==> src/rtl/dff_bist_pkg.sv <==
// Shared types and helpers for the D flip-flop self-test controller.
// Latency: n/a (package only).
// Backpressure: n/a (package only).
package dff_bist_pkg;

    typedef enum logic [2:0] {
        IDLE,
        RST,
        CHK,
        RUN,
        DRAIN,
        DONE
    } state_t;

    // Galois feedback mask for the 16-bit right-shifting stimulus LFSR.
    localparam logic [15:0] LFSR_TAPS    = 16'hB400;
    // Cycles spent after the last vector so the two-deep compare pipeline empties.
    localparam int          DRAIN_CYCLES = 2;

    function automatic logic [15:0] lfsr_next(input logic [15:0] cur);
        return (cur >> 1) ^ (cur[0] ? LFSR_TAPS : 16'h0000);
    endfunction

endpackage

==> src/rtl/dff_bist_lfsr.sv <==
// 16-bit Galois LFSR stimulus source with load and advance enables.
// Latency: value reflects a load/advance one cycle after the enabling edge.
// Backpressure: none; state holds whenever advance is low.
//
// Ports:
//   clk      rising-edge clock
//   reset    synchronous active-low reset, loads seed
//   load     reload seed (priority over advance)
//   advance  step the LFSR by one position
//   seed     reload value; zero is replaced by 16'h0001 (all-zero locks up)
//   value    low OUT_W bits of the current LFSR state
module dff_bist_lfsr
    import dff_bist_pkg::*;
#(
    parameter int OUT_W = 16
) (
    input  logic             clk,
    input  logic             reset,
    input  logic             load,
    input  logic             advance,
    input  logic [15:0]      seed,
    output logic [OUT_W-1:0] value
);

    logic [15:0] lfsr_q;
    logic [15:0] seed_eff;

    assign seed_eff = (seed == 16'h0000) ? 16'h0001 : seed;

    always_ff @(posedge clk) begin
        if (!reset || load) begin
            lfsr_q <= seed_eff;
        end else if (advance) begin
            lfsr_q <= lfsr_next(lfsr_q);
        end
    end

    assign value = lfsr_q[OUT_W-1:0];

endmodule

==> src/rtl/dff_bist_ctrl.sv <==
// Self-test controller: resets a DFF under test, drives NUM_TESTS LFSR vectors, checks q/qbar.
// Latency: done rises NUM_TESTS+4 cycles after the accepted start edge; compares lag dut_d by 2 edges.
// Backpressure: none; start is only sampled in IDLE or DONE and ignored while busy.
//
// Ports:
//   clk, reset (sync active-low)       clocking / reset
//   start                              begin a run (IDLE or DONE only)
//   dut_d, dut_reset                   registered drive to the DFF under test
//   dut_q, dut_qbar                    DFF outputs observed
//   busy, done, pass                   run status; pass valid while done
//   err_cnt, vec_cnt                   saturating mismatch count, vectors applied
//   first_fail, first_fail_vld         only with DFF_BIST_FIRST_FAIL_EN defined:
//                                      index of first failing vector (all-ones = reset check)
module dff_bist_ctrl
    import dff_bist_pkg::*;
#(
    parameter int          NUM_TESTS = 16,
    parameter int          CNT_W     = 8,
    parameter logic [15:0] SEED      = 16'hACE1
) (
    input  logic             clk,
    input  logic             reset,
    input  logic             start,
    output logic             dut_d,
    output logic             dut_reset,
    input  logic             dut_q,
    input  logic             dut_qbar,
    output logic             busy,
    output logic             done,
    output logic             pass,
    output logic [CNT_W-1:0] err_cnt,
`ifdef DFF_BIST_FIRST_FAIL_EN
    output logic [CNT_W-1:0] first_fail,
    output logic             first_fail_vld,
`endif
    output logic [CNT_W-1:0] vec_cnt
);

    localparam logic [CNT_W-1:0] LAST_VEC  = CNT_W'(NUM_TESTS - 1);
    localparam logic [CNT_W-1:0] CNT_MAX   = {CNT_W{1'b1}};
    localparam int               DRAIN_W   = (DRAIN_CYCLES > 1) ? $clog2(DRAIN_CYCLES) : 1;
    localparam logic [DRAIN_W-1:0] DRAIN_LAST = DRAIN_W'(DRAIN_CYCLES - 1);

    state_t             state;
    state_t             state_nxt;
    logic               accept;
    logic               lfsr_bit;
    logic [DRAIN_W-1:0] drain_cnt;

    // Expected-value pipeline: exp1 holds what the DFF should show once vld2 is set.
    logic               exp1;
    logic               vld1;
    logic               vld2;

    logic               chk_err;
    logic               run_err;
    logic               err_hit;

    dff_bist_lfsr #(
        .OUT_W (1)
    ) u_lfsr (
        .clk     (clk),
        .reset   (reset),
        .load    (accept),
        .advance (state == RUN),
        .seed    (SEED),
        .value   (lfsr_bit)
    );

    always_ff @(posedge clk) begin
        if (!reset) begin
            state <= IDLE;
        end else begin
            state <= state_nxt;
        end
    end

    always_comb begin
        state_nxt = state;
        accept    = 1'b0;
        case (state)
            IDLE: begin
                if (start) begin
                    accept    = 1'b1;
                    state_nxt = RST;
                end
            end
            RST:   state_nxt = CHK;
            CHK:   state_nxt = RUN;
            RUN: begin
                if (vec_cnt == LAST_VEC) begin
                    state_nxt = DRAIN;
                end
            end
            DRAIN: begin
                if (drain_cnt == DRAIN_LAST) begin
                    state_nxt = DONE;
                end
            end
            DONE: begin
                if (start) begin
                    accept    = 1'b1;
                    state_nxt = RST;
                end
            end
            default: state_nxt = IDLE;
        endcase
    end

    assign busy = (state == RST) || (state == CHK) || (state == RUN) || (state == DRAIN);
    assign done = (state == DONE);
    assign pass = done && (err_cnt == '0);

    // The DFF was reset during RST, so in CHK it must read q=0, qbar=1.
    // CHK and a valid pipeline compare never coincide, so one edge adds at most one error.
    assign chk_err = (state == CHK) && ((dut_q != 1'b0) || (dut_qbar != 1'b1));
    assign run_err = vld2 && ((dut_q != exp1) || (dut_qbar != ~dut_q));
    assign err_hit = chk_err || run_err;

    always_ff @(posedge clk) begin
        if (!reset) begin
            dut_d     <= 1'b0;
            dut_reset <= 1'b0;
            err_cnt   <= '0;
            vec_cnt   <= '0;
            drain_cnt <= '0;
            exp1      <= 1'b0;
            vld1      <= 1'b0;
            vld2      <= 1'b0;
        end else begin
            exp1      <= dut_d;
            vld1      <= (state == RUN);
            vld2      <= vld1;
            // High for exactly the RST cycle.
            dut_reset <= accept;
            drain_cnt <= (state == DRAIN) ? drain_cnt + 1'b1 : '0;

            if (accept) begin
                dut_d   <= 1'b0;
                err_cnt <= '0;
                vec_cnt <= '0;
            end else begin
                if (state == RST) begin
                    dut_d <= 1'b0;
                end else if (state == RUN) begin
                    dut_d   <= lfsr_bit;
                    vec_cnt <= vec_cnt + 1'b1;
                end
                if (err_hit && (err_cnt != CNT_MAX)) begin
                    err_cnt <= err_cnt + 1'b1;
                end
            end
        end
    end

`ifdef DFF_BIST_FIRST_FAIL_EN
    // Counts pipeline compares in this run, i.e. the index of the vector being checked.
    logic [CNT_W-1:0] cmp_idx;

    always_ff @(posedge clk) begin
        if (!reset) begin
            cmp_idx        <= '0;
            first_fail     <= '0;
            first_fail_vld <= 1'b0;
        end else if (accept) begin
            cmp_idx        <= '0;
            first_fail     <= '0;
            first_fail_vld <= 1'b0;
        end else begin
            if (vld2) begin
                cmp_idx <= cmp_idx + 1'b1;
            end
            if (err_hit && !first_fail_vld) begin
                first_fail_vld <= 1'b1;
                first_fail     <= chk_err ? CNT_MAX : cmp_idx;
            end
        end
    end
`endif

endmodule

==> config.mk <==
export PLATFORM = sky130hd
export DESIGN_NAME = dff_bist_ctrl
export DESIGN_NICKNAME = d
export VERILOG_FILES = /design/src/rtl/dff_bist_pkg.sv /design/src/rtl/dff_bist_lfsr.sv /design/src/rtl/dff_bist_ctrl.sv
export SDC_FILE = /design/constraint.sdc
export NUM_CORES = 1
export LEC_CHECK = 0
export ABC_AREA = 0
export CAP_MARGIN = 20
export CELL_PAD_IN_SITES_DETAIL_PLACEMENT = 1
export CELL_PAD_IN_SITES_GLOBAL_PLACEMENT = 1
export CORE_UTILIZATION = 43
export DETAILED_ROUTE_END_ITERATION = 10
export PLACE_DENSITY_LB_ADDON = 0.1
export SKIP_CTS_REPAIR_TIMING = 1
export SLEW_MARGIN = 20
export SYNTH_ARGS = -nofsm -noshare
export SYNTH_HDL_FRONTEND = slang
export SYNTH_SLANG_ARGS = --single-unit
==> constraint.sdc <==
create_clock -name clk -period 2.77 [get_ports clk]
set_clock_uncertainty 0.05 [all_clocks]
set_input_delay 0.831 -clock clk [delete_from_list [all_inputs] [get_ports clk]]
set_output_delay 0.831 -clock clk [all_outputs]
set_load 0.05 [all_outputs]
== Word-level counts from Yosys, hierarchy flattened ==
Index checks and enable logic that the tools add are counted.

* Equality and inequality tests: 12
* Reduce and logical (&&, ||, !) cells: 20
* Bitwise logic cells: 5
* Add/subtract/negate cells: 3
* Muxes and demuxes: 7

{| class="wikitable"
|+ Operators with widths
! kind !! count
|-
| 8-bit by 1-bit adder with 8-bit output (second input constant) || 2
|-
| 16-bit two-way mux || 1
|-
| 15-bit by 16-bit XOR with 16-bit output || 1
|-
| 3-bit one-hot mux with 5 select lines || 1
|-
| 3-bit two-way mux || 3
|-
| 8-bit by 4-bit == test with 1-bit output (second input constant) || 1
|-
| 8-bit zero test || 1
|-
| 8-bit inequality test (second input constant) || 1
|-
| 1-bit logical OR || 7
|-
| 3-bit by 2-bit == test with 1-bit output (second input constant) || 2
|-
| 3-bit == test (second input constant) || 2
|-
| 1-bit logical AND || 4
|-
| 2-bit inequality test (second input constant) || 2
|-
| 1-bit NOT || 4
|-
| 2-bit AND reduction || 2
|-
| 2-bit OR reduction || 2
|-
| 3-bit by 1-bit == test with 1-bit output (second input constant) || 1
|-
| 3-bit zero test || 1
|-
| 3-bit AND reduction || 1
|-
| 3-bit OR reduction || 1
|-
| 1-bit two-way mux || 2
|-
| 1-bit inequality test || 2
|-
| 2-bit by 1-bit inequality test with 1-bit output (second input constant) || 1
|-
| 1-bit adder (second input constant) || 1
|-
| 1-bit zero test || 1
|}

* Output and inout port bits: 21
* Bits of input ports: 5
* Register bits: 41

== Longest topological paths before layout ==
Gate-level depths: netlist of the first run.

* Depth in word-level cells: 6
* Mapped depth: 7
* Depth with buffers taken out: 6

== By module ==
From an unflattened synthesis of the first run, not the netlist that was laid out.

* Cell total of the unflattened synthesis: 194
* Area, all modules: 2047.0 um^2

{| class="wikitable"
|+ By module, submodules not included
! module !! area an instance (um^2) !! instances !! cells an instance
|-
| dff_bist_ctrl || 1239.9 || 1 || 145
|-
| dff_bist_lfsr || 807.0 || 1 || 49
|}

== Worst setup path after synthesis of the first run ==
Ideal clock, no wire load.

* Path kind: reg2out
* Start: register state[2]
* End: output port pass
* Arrival time: 2.542 ns
* Setup slack: -0.653 ns
* Stages on the path, launching flop included: 5
* Cell sequence: dfxtp_1 > buf_4 > and3_1 > nand2_1 > nor4_1

* Cells in the longest elaborated chain, start to end: 2

{| class="wikitable"
|+ RTL lines
! element !! RTL line !! source
|-
| from (decl) || dff_bist_ctrl.sv:44 || <nowiki>state_t state;</nowiki>
|-
| from (signal assigned) || dff_bist_ctrl.sv:74 || <nowiki>state <= state_nxt;</nowiki>
|-
| 3-bit == test || dff_bist_ctrl.sv:111 || <nowiki>assign done = (state == DONE);</nowiki>
|-
| named net done || dff_bist_ctrl.sv:29 || <nowiki>output logic done,</nowiki>
|-
| 1-bit logical AND || dff_bist_ctrl.sv:112 || <nowiki>assign pass = done && (err_cnt == '0);</nowiki>
|-
| to (decl) || dff_bist_ctrl.sv:30 || <nowiki>output logic pass,</nowiki>
|}

The timed path passes the listed nets, and every way through them passes these cells.

== Final worst setup path of the first run ==
* Start: input port dut_q
* End: register err_cnt[6]

* Cells in the longest elaborated chain, start to end: 6
* Elaborated cells between the ends (all ways): 9
* Those cells by class: eq/ne (2); bitwise (1); reduce/logical (6)

{| class="wikitable"
|+ RTL lines
! element !! RTL line !! source
|-
| from (decl) || dff_bist_ctrl.sv:26 || <nowiki>input logic dut_q,</nowiki>
|-
| 1-bit NOT || dff_bist_ctrl.sv:117 || <nowiki>assign run_err = vld2 && ((dut_q != exp1) || (dut_qbar != ~dut_q));</nowiki>
|-
| 1-bit inequality test || dff_bist_ctrl.sv:117 ||
|-
| 1-bit logical OR || dff_bist_ctrl.sv:117 ||
|-
| 1-bit logical AND || dff_bist_ctrl.sv:117 ||
|-
| 1-bit logical OR * || dff_bist_ctrl.sv:118 || <nowiki>assign err_hit = chk_err || run_err;</nowiki>
|-
| 1-bit logical AND * || dff_bist_ctrl.sv:149 || <nowiki>if (err_hit && (err_cnt != CNT_MAX)) begin</nowiki>
|-
| to (signal assigned) || dff_bist_ctrl.sv:150 || <nowiki>err_cnt <= err_cnt + 1'b1;</nowiki>
|-
| to (decl) || dff_bist_ctrl.sv:31 || <nowiki>output logic [CNT_W-1:0] err_cnt,</nowiki>
|}

Every way passes the cells marked *; elsewhere a longest branch is shown, timed or not.
A chain may end at the register's enable or synchronous reset.

==> results of run 1 <==
[sequential cells by signal (all words and copies together) (netlist names)]
signal and count:
drain_cnt 1, dut_d 1, dut_reset 1, err_cnt 8
exp1 1, state 3, u_lfsr.lfsr_q 16, vec_cnt 8
vld1 1, vld2 1
[area by class of cell]
type | instances | area share
Clock buffer | 7 | 0.0385
Sequential cell | 41 | 0.366
Tap cell | 50 | 0.0279
Inverter | 9 | 0.0151
Timing Repair Buffer | 34 | 0.144
Multi-Input combinational cell | 146 | 0.408
[cell usage after synthesis, types with 2 or more instances]
cell	n
clkbuf_1	3
ha_1	4
dfxtp_1	41
a21oi_1	16
nor3_1	2
xnor2_1	7
and2_1	4
or3_1	3
xor2_1	5
nand2_1	36
and3_1	3
or4b_1	2
a211oi_1	2
o21ai_0	3
nor4_1	4
nor4b_1	3
nand3_1	10
inv_1	9
nor2_1	11
o31ai_1	4
o21a_1	2
o211ai_1	3
o41ai_1	2
nand4_1	4
buf_2	7
or4_1	2
[path summary, 6_finish.rpt]
path | from | endpoint | slack, ns | depth (start not counted)
worst max-delay path | dut_q | err_cnt[6]$_SDFFE_PP0P_ | 0.18 | 8
worst min-delay path | vld1$_SDFF_PN0_ | vld2$_SDFF_PN0_ | 0.40 | 1
worst max register to register | state[1]$_SDFFE_PN0P_ | err_cnt[6]$_SDFFE_PP0P_ | 0.85 | 5
worst min register to register | vld1$_SDFF_PN0_ | vld2$_SDFF_PN0_ | 0.40 | 1
[logic make-up (layout without fill, tap and decap cells)]
| group | count (synthesis) | in the layout | share of synthesized area |
|---|---|---|---|
| and+or+nand+nor | 92 | 92 | 0.267 |
| DFF | 41 | 41 | 0.452 |
| AOI/OAI and AO/OA | 37 | 37 | 0.134 |
| buffers and inverters | 22 | 50 | 0.0565 |
| xor gates and xnor gates | 12 | 12 | 0.0579 |
| adders and majority gates | 4 | 4 | 0.0275 |
| muxes | 1 | 1 | 0.00551 |
[metal layers]
metal | part of all wire | vias up | GRT usage
li1 | - | 779 | -
met1 | 0.43 | 773 | 0.242
met2 | 0.51 | 28 | 0.370
met3 | 0.038 | 9 | 0.0582
met4 | 0.021 | 0 | 0.106
met5 | 0 | - | 0
[worst max-delay path: stages]
cell	delay, ns
clkdlybuf4s50_1	0.49
inv_1	0.05
ha_1	0.20
nor4b_2	0.25
a211oi_2	0.06
buf_4	0.18
or4b_1	0.51
o211a_1	0.15
[stage by stage]
stage / cells / hold slack [ns] / util / area (um^2)
2_1_floorplan: 209 / 0.362 / - / 1830
3_3_place_gp: 280 / 0.364 / 0.534 / 2150
3_5_place_dp: 280 / 0.381 / 0.534 / 2150
4_1_cts: 287 / 0.401 / 0.556 / 2240
5_1_grt: 287 / 0.414 / 0.556 / 2240
6_report: 287 / 0.396 / 0.556 / 2240
[report_power, final]
| part | leakage [uW] | switching [uW] | internal, uW |
|---|---|---|---|
| registers | 0.000332 | 59.3 | 639 |
| logic | 0.000462 | 270 | 161 |
| clock network | 0.0000443 | 190 | 198 |
==> results.txt, run 1 <==
CTS Root Buffer Type - clkbuf_8
Distinct cells, synth - 43
Power Total - 1520 uW
Reg area - 821 um^2
Multi-input gate area - 913 um^2
most frequent cells in the layout - 41 x dfxtp_1, 36 x nand2_1, 22 x clkdlybuf4s50_1, 16 x a21oi_1
ANT cells - 0
Async SR Flop Fraction - 0
Synth top area share - 0.452
gr usage total - 0.216
Top Ports - 26
ranking of synthesized cells by area - dfxtp_1 45%, nand2_1 7.4%, a21oi_1 4.4%, xnor2_1 3.4%, ha_1 2.8%
Leak - 0.000838 uW
worst rel slew slack - 0.661
DRC viols - 0
clock sink count - 41
most common cell after layout, fill and taps aside - dfxtp_1
global-route wire length before repair - 7230 um
Post-synth top flop - dfxtp_1
Core Footprint - 4030 um^2
number of global-route vias before repair - 1620
share of cells above drive strength 1 - 0.0970
DIE AREA - 4490 um^2
fin. max-slew vios - 0
Critical Path RT - 2.90 ns
CTS HTree Levels - 2
status - completed
Filler cells - 486
clk slew on worst S/H paths - 0.07 ns
pin count of the biggest net entering global routing - 16
Max FO, Critical Path - 11
I/O Buffers - 25
fin crit share - 0.934
drt first pass iters - 4
final hold viol count - 0
antenna viol nets, final - 0
initial antenna violation count - 0
initial core utilization - 0.451
maximum vdd drop - 0.356 mV
Worst Setup End Kind - register
Inserted Clock Buffers - 5
worst skew pair latency - 0.28 ns
max-cap violations - 0
Vias/cell - 5.54
Syn. warnings - 0
WL final - 4370 um
Seq/Total Area, Yosys - 0.452
Worst Tran Pin Value - 0.506 ns
Overflow after GRT - 0
Post-layout nets - 246
clock period minus worst slack - 2.59 ns
WS Path Type - primary input to register
cell taking the most area after synthesis - dfxtp_1
DR WL/cell - 15.2 um
final setup TNS - 0 ns
Via Count - 1589
Gate Count Post-Synth - 209
pre-CTS setup slack - -0.0980 ns
Final setup viols - 0
Startpoint Class - primary input
final setup margin - 0.181 ns
CTS tree - built
PwrDens - 678 nW/um^2
post-synthesis net count - 218
GPL Wtd Cong - 0.809
Hold Path Class - register to register
Yosys reg bits - 41
Cell Area, Synth - 1820 um^2
die width - 67 um
chip height - 67 um
Max Root-Sink Buffers - 2
synthesis-to-finish area growth - 23.3%
Starting DRT DRC Count - 109
fmax - 0.386 GHz
placed wire-length estimate - 3250 um
FP Rows - 23
RSZ-0062 raised after global routing - false
Synth Area per Inst - 8.69 um^2
Critical Path AT - 2.71 ns
EDFF count, synth - 0
Power figures use the tool's default switching activity.
==> run 2, diff against run 1 <==
--- a/config.mk
+++ b/config.mk
@@ -9,7 +9,7 @@
 export CAP_MARGIN = 20
 export CELL_PAD_IN_SITES_DETAIL_PLACEMENT = 1
 export CELL_PAD_IN_SITES_GLOBAL_PLACEMENT = 1
-export CORE_UTILIZATION = 43
+export CORE_UTILIZATION = 40
 export DETAILED_ROUTE_END_ITERATION = 10
 export PLACE_DENSITY_LB_ADDON = 0.1
 export SKIP_CTS_REPAIR_TIMING = 1
==> run 2 against run 1 <==
Net effect:
- total power down 2.3%
- critical path depth did not move
- die area grew 7.3%
- non-clock buffer count is 1 higher
- flip-flop and latch count did not move
- setup slack improved by 0.025 ns
- largest cell class unchanged
- largest power group unchanged
- highest routed layer unchanged
==> results.txt, run 2 (synthesis results as in run 1) <==
fmax - 0.390 GHz
Net Sw Frac - 0.348
CTS tree - built
I/O Buffers - 25
CTS HTree Levels - 2
Filler cells - 521
Max Root-Sink Buffers - 2
gr usage total - 0.192
r2r endpoint - err_cnt[6]$_SDFFE_PP0P_
Starting DRT DRC Count - 51
Critical Path RT - 2.91 ns
PwrDens - 663 nW/um^2
Int Pwr - 968 uW
R2R cell count - 5
placed wire-length estimate - 3100 um
Clock power frac - 0.237
Final Core Density - 0.514
CTS Root Buffer Type - clkbuf_8
clock period minus worst slack - 2.56 ns
largest register by flop count - u_lfsr.lfsr_q
Final Cell Area - 2240 um^2
metal2 WL - 2130 um
share of cells above drive strength 1 - 0.101
most frequent cells in the layout - 41 x dfxtp_1, 36 x nand2_1, 22 x clkdlybuf4s50_1, 16 x a21oi_1, 12 x buf_4
Multi-input gate area - 913 um^2
worst rel slew slack - 0.667
ANT cells - 0
RSZ-0062 raised after global routing - false
Vias/cell - 5.47
Via Count - 1580
Final setup viols - 0
GPL Wtd Cong - 0.823
global-route wire length before repair - 7400 um
Max FO, Critical Path - 12
Worst Setup End Kind - register
clock sink count - 41
drt first pass iters - 4
CP endpoint - err_cnt[6]$_SDFFE_PP0P_
Inserted Clock Buffers - 5
most common cell after layout, fill and taps aside - dfxtp_1
Overflow after GRT - 0
worst reg2reg startpoint - state[1]$_SDFFE_PN0P_
Core Footprint - 4350 um^2
initial core utilization - 0.417
worst skew pair latency - 0.29 ns
uppermost layer routed - met4
Flop pwr share - 0.472
synthesis-to-finish area growth - 23.1%
Area after DPL - 2160 um^2
final hold viol count - 0
DR WL/cell - 14.8 um
Leak - 0.000838 uW
pin count of the biggest net entering global routing - 23
Hold Path Class - register to register
die width - 69.4 um
DIE AREA - 4820 um^2
status - completed
max reg flops - 16
initial antenna violation count - 0
DRC viols - 0
WL met3 - 148 um
Critical Path AT - 2.70 ns
Reg area - 821 um^2
flop-to-flop setup slack - 0.87 ns
NetSw - 516 uW
chip height - 69.4 um
Startpoint Class - primary input
maximum vdd drop - 0.367 mV
Critical Path Start - dut_q
WL final - 4270 um
WL met1 - 1920 um
clk slew on worst S/H paths - 0.07 ns
max-cap violations - 0
Worst Tran Pin Value - 0.498 ns
fin crit share - 0.926
Hold Startpoint - vld1$_SDFF_PN0_
Post-layout nets - 247
FP Rows - 24
number of global-route vias before repair - 1582
Comb pwr share - 0.290
WS Path Type - primary input to register
Top Ports - 26
final setup TNS - 0 ns
antenna viol nets, final - 0
biggest regs - u_lfsr.lfsr_q: 16 flops, err_cnt: 8 flops, vec_cnt: 8 flops
fin. max-slew vios - 0
==> run 2: critical path, stage by stage <==
cell	delay (ns)
clkdlybuf4s50_1	0.49
inv_1	0.05
ha_1	0.20
nor4b_2	0.26
a211oi_2	0.06
buf_4	0.18
or4b_1	0.50
o211a_1	0.14
==> run 2: cell type report <==
class / instances / area share
Multi-Input combinational cell: 146 / 0.408
Sequential cell: 41 / 0.367
Timing Repair Buffer: 35 / 0.148
Clock buffer: 5 / 0.0308
Tap cell: 52 / 0.0291
Inverter: 9 / 0.0151
Clock inverter: 1 / 0.00224
==> run 2: worst min-delay path by stage <==
stage | endpoint | depth (start not counted)
floorplan | vld2$_SDFF_PN0_ | 1
global placement | vld2$_SDFF_PN0_ | 1
detailed placement | vld2$_SDFF_PN0_ | 1
CTS | vld2$_SDFF_PN0_ | 1
global route | vld2$_SDFF_PN0_ | 1
finish | vld2$_SDFF_PN0_ | 1
==> run 2: power groups by stage <==
stage	clock [uW]	combinational [uW]	sequential, uW
2_1_floorplan	0	301	711
3_3_place_gp	0	419	708
3_5_place_dp	0	433	714
4_1_cts	372	437	700
5_1_grt	397	471	708
6_report	352	431	700
==> run 2: routing by layer <==
layer / global-route usage / up-vias
met5: 0 / -
met4: 0.0748 / 0
met3: 0.0451 / 7
met2: 0.323 / 25
met1: 0.236 / 762
li1: - / 786
==> run 2: per-stage QoR <==
stage / cells / setup slack (ns) / hold WS (ns) / power, uW
3_5_place_dp: 283 / -0.111 / 0.375 / 1150
6_report: 289 / 0.206 / 0.392 / 1480
3_3_place_gp: 283 / -0.0493 / 0.369 / 1130
5_1_grt: 289 / 0.0428 / 0.426 / 1580
2_1_floorplan: 209 / 0.178 / 0.362 / 1010
4_1_cts: 289 / 0.196 / 0.394 / 1510
==> run 3, diff against run 2 <==
--- a/config.mk
+++ b/config.mk
@@ -13,7 +13,6 @@
 export DETAILED_ROUTE_END_ITERATION = 10
 export PLACE_DENSITY_LB_ADDON = 0.1
 export SKIP_CTS_REPAIR_TIMING = 1
-export SLEW_MARGIN = 20
 export SYNTH_ARGS = -nofsm -noshare
 export SYNTH_HDL_FRONTEND = slang
 export SYNTH_SLANG_ARGS = --single-unit
==> results of run 3 <==
No change in the layout: final DEF, timing and power equal those of run 2.
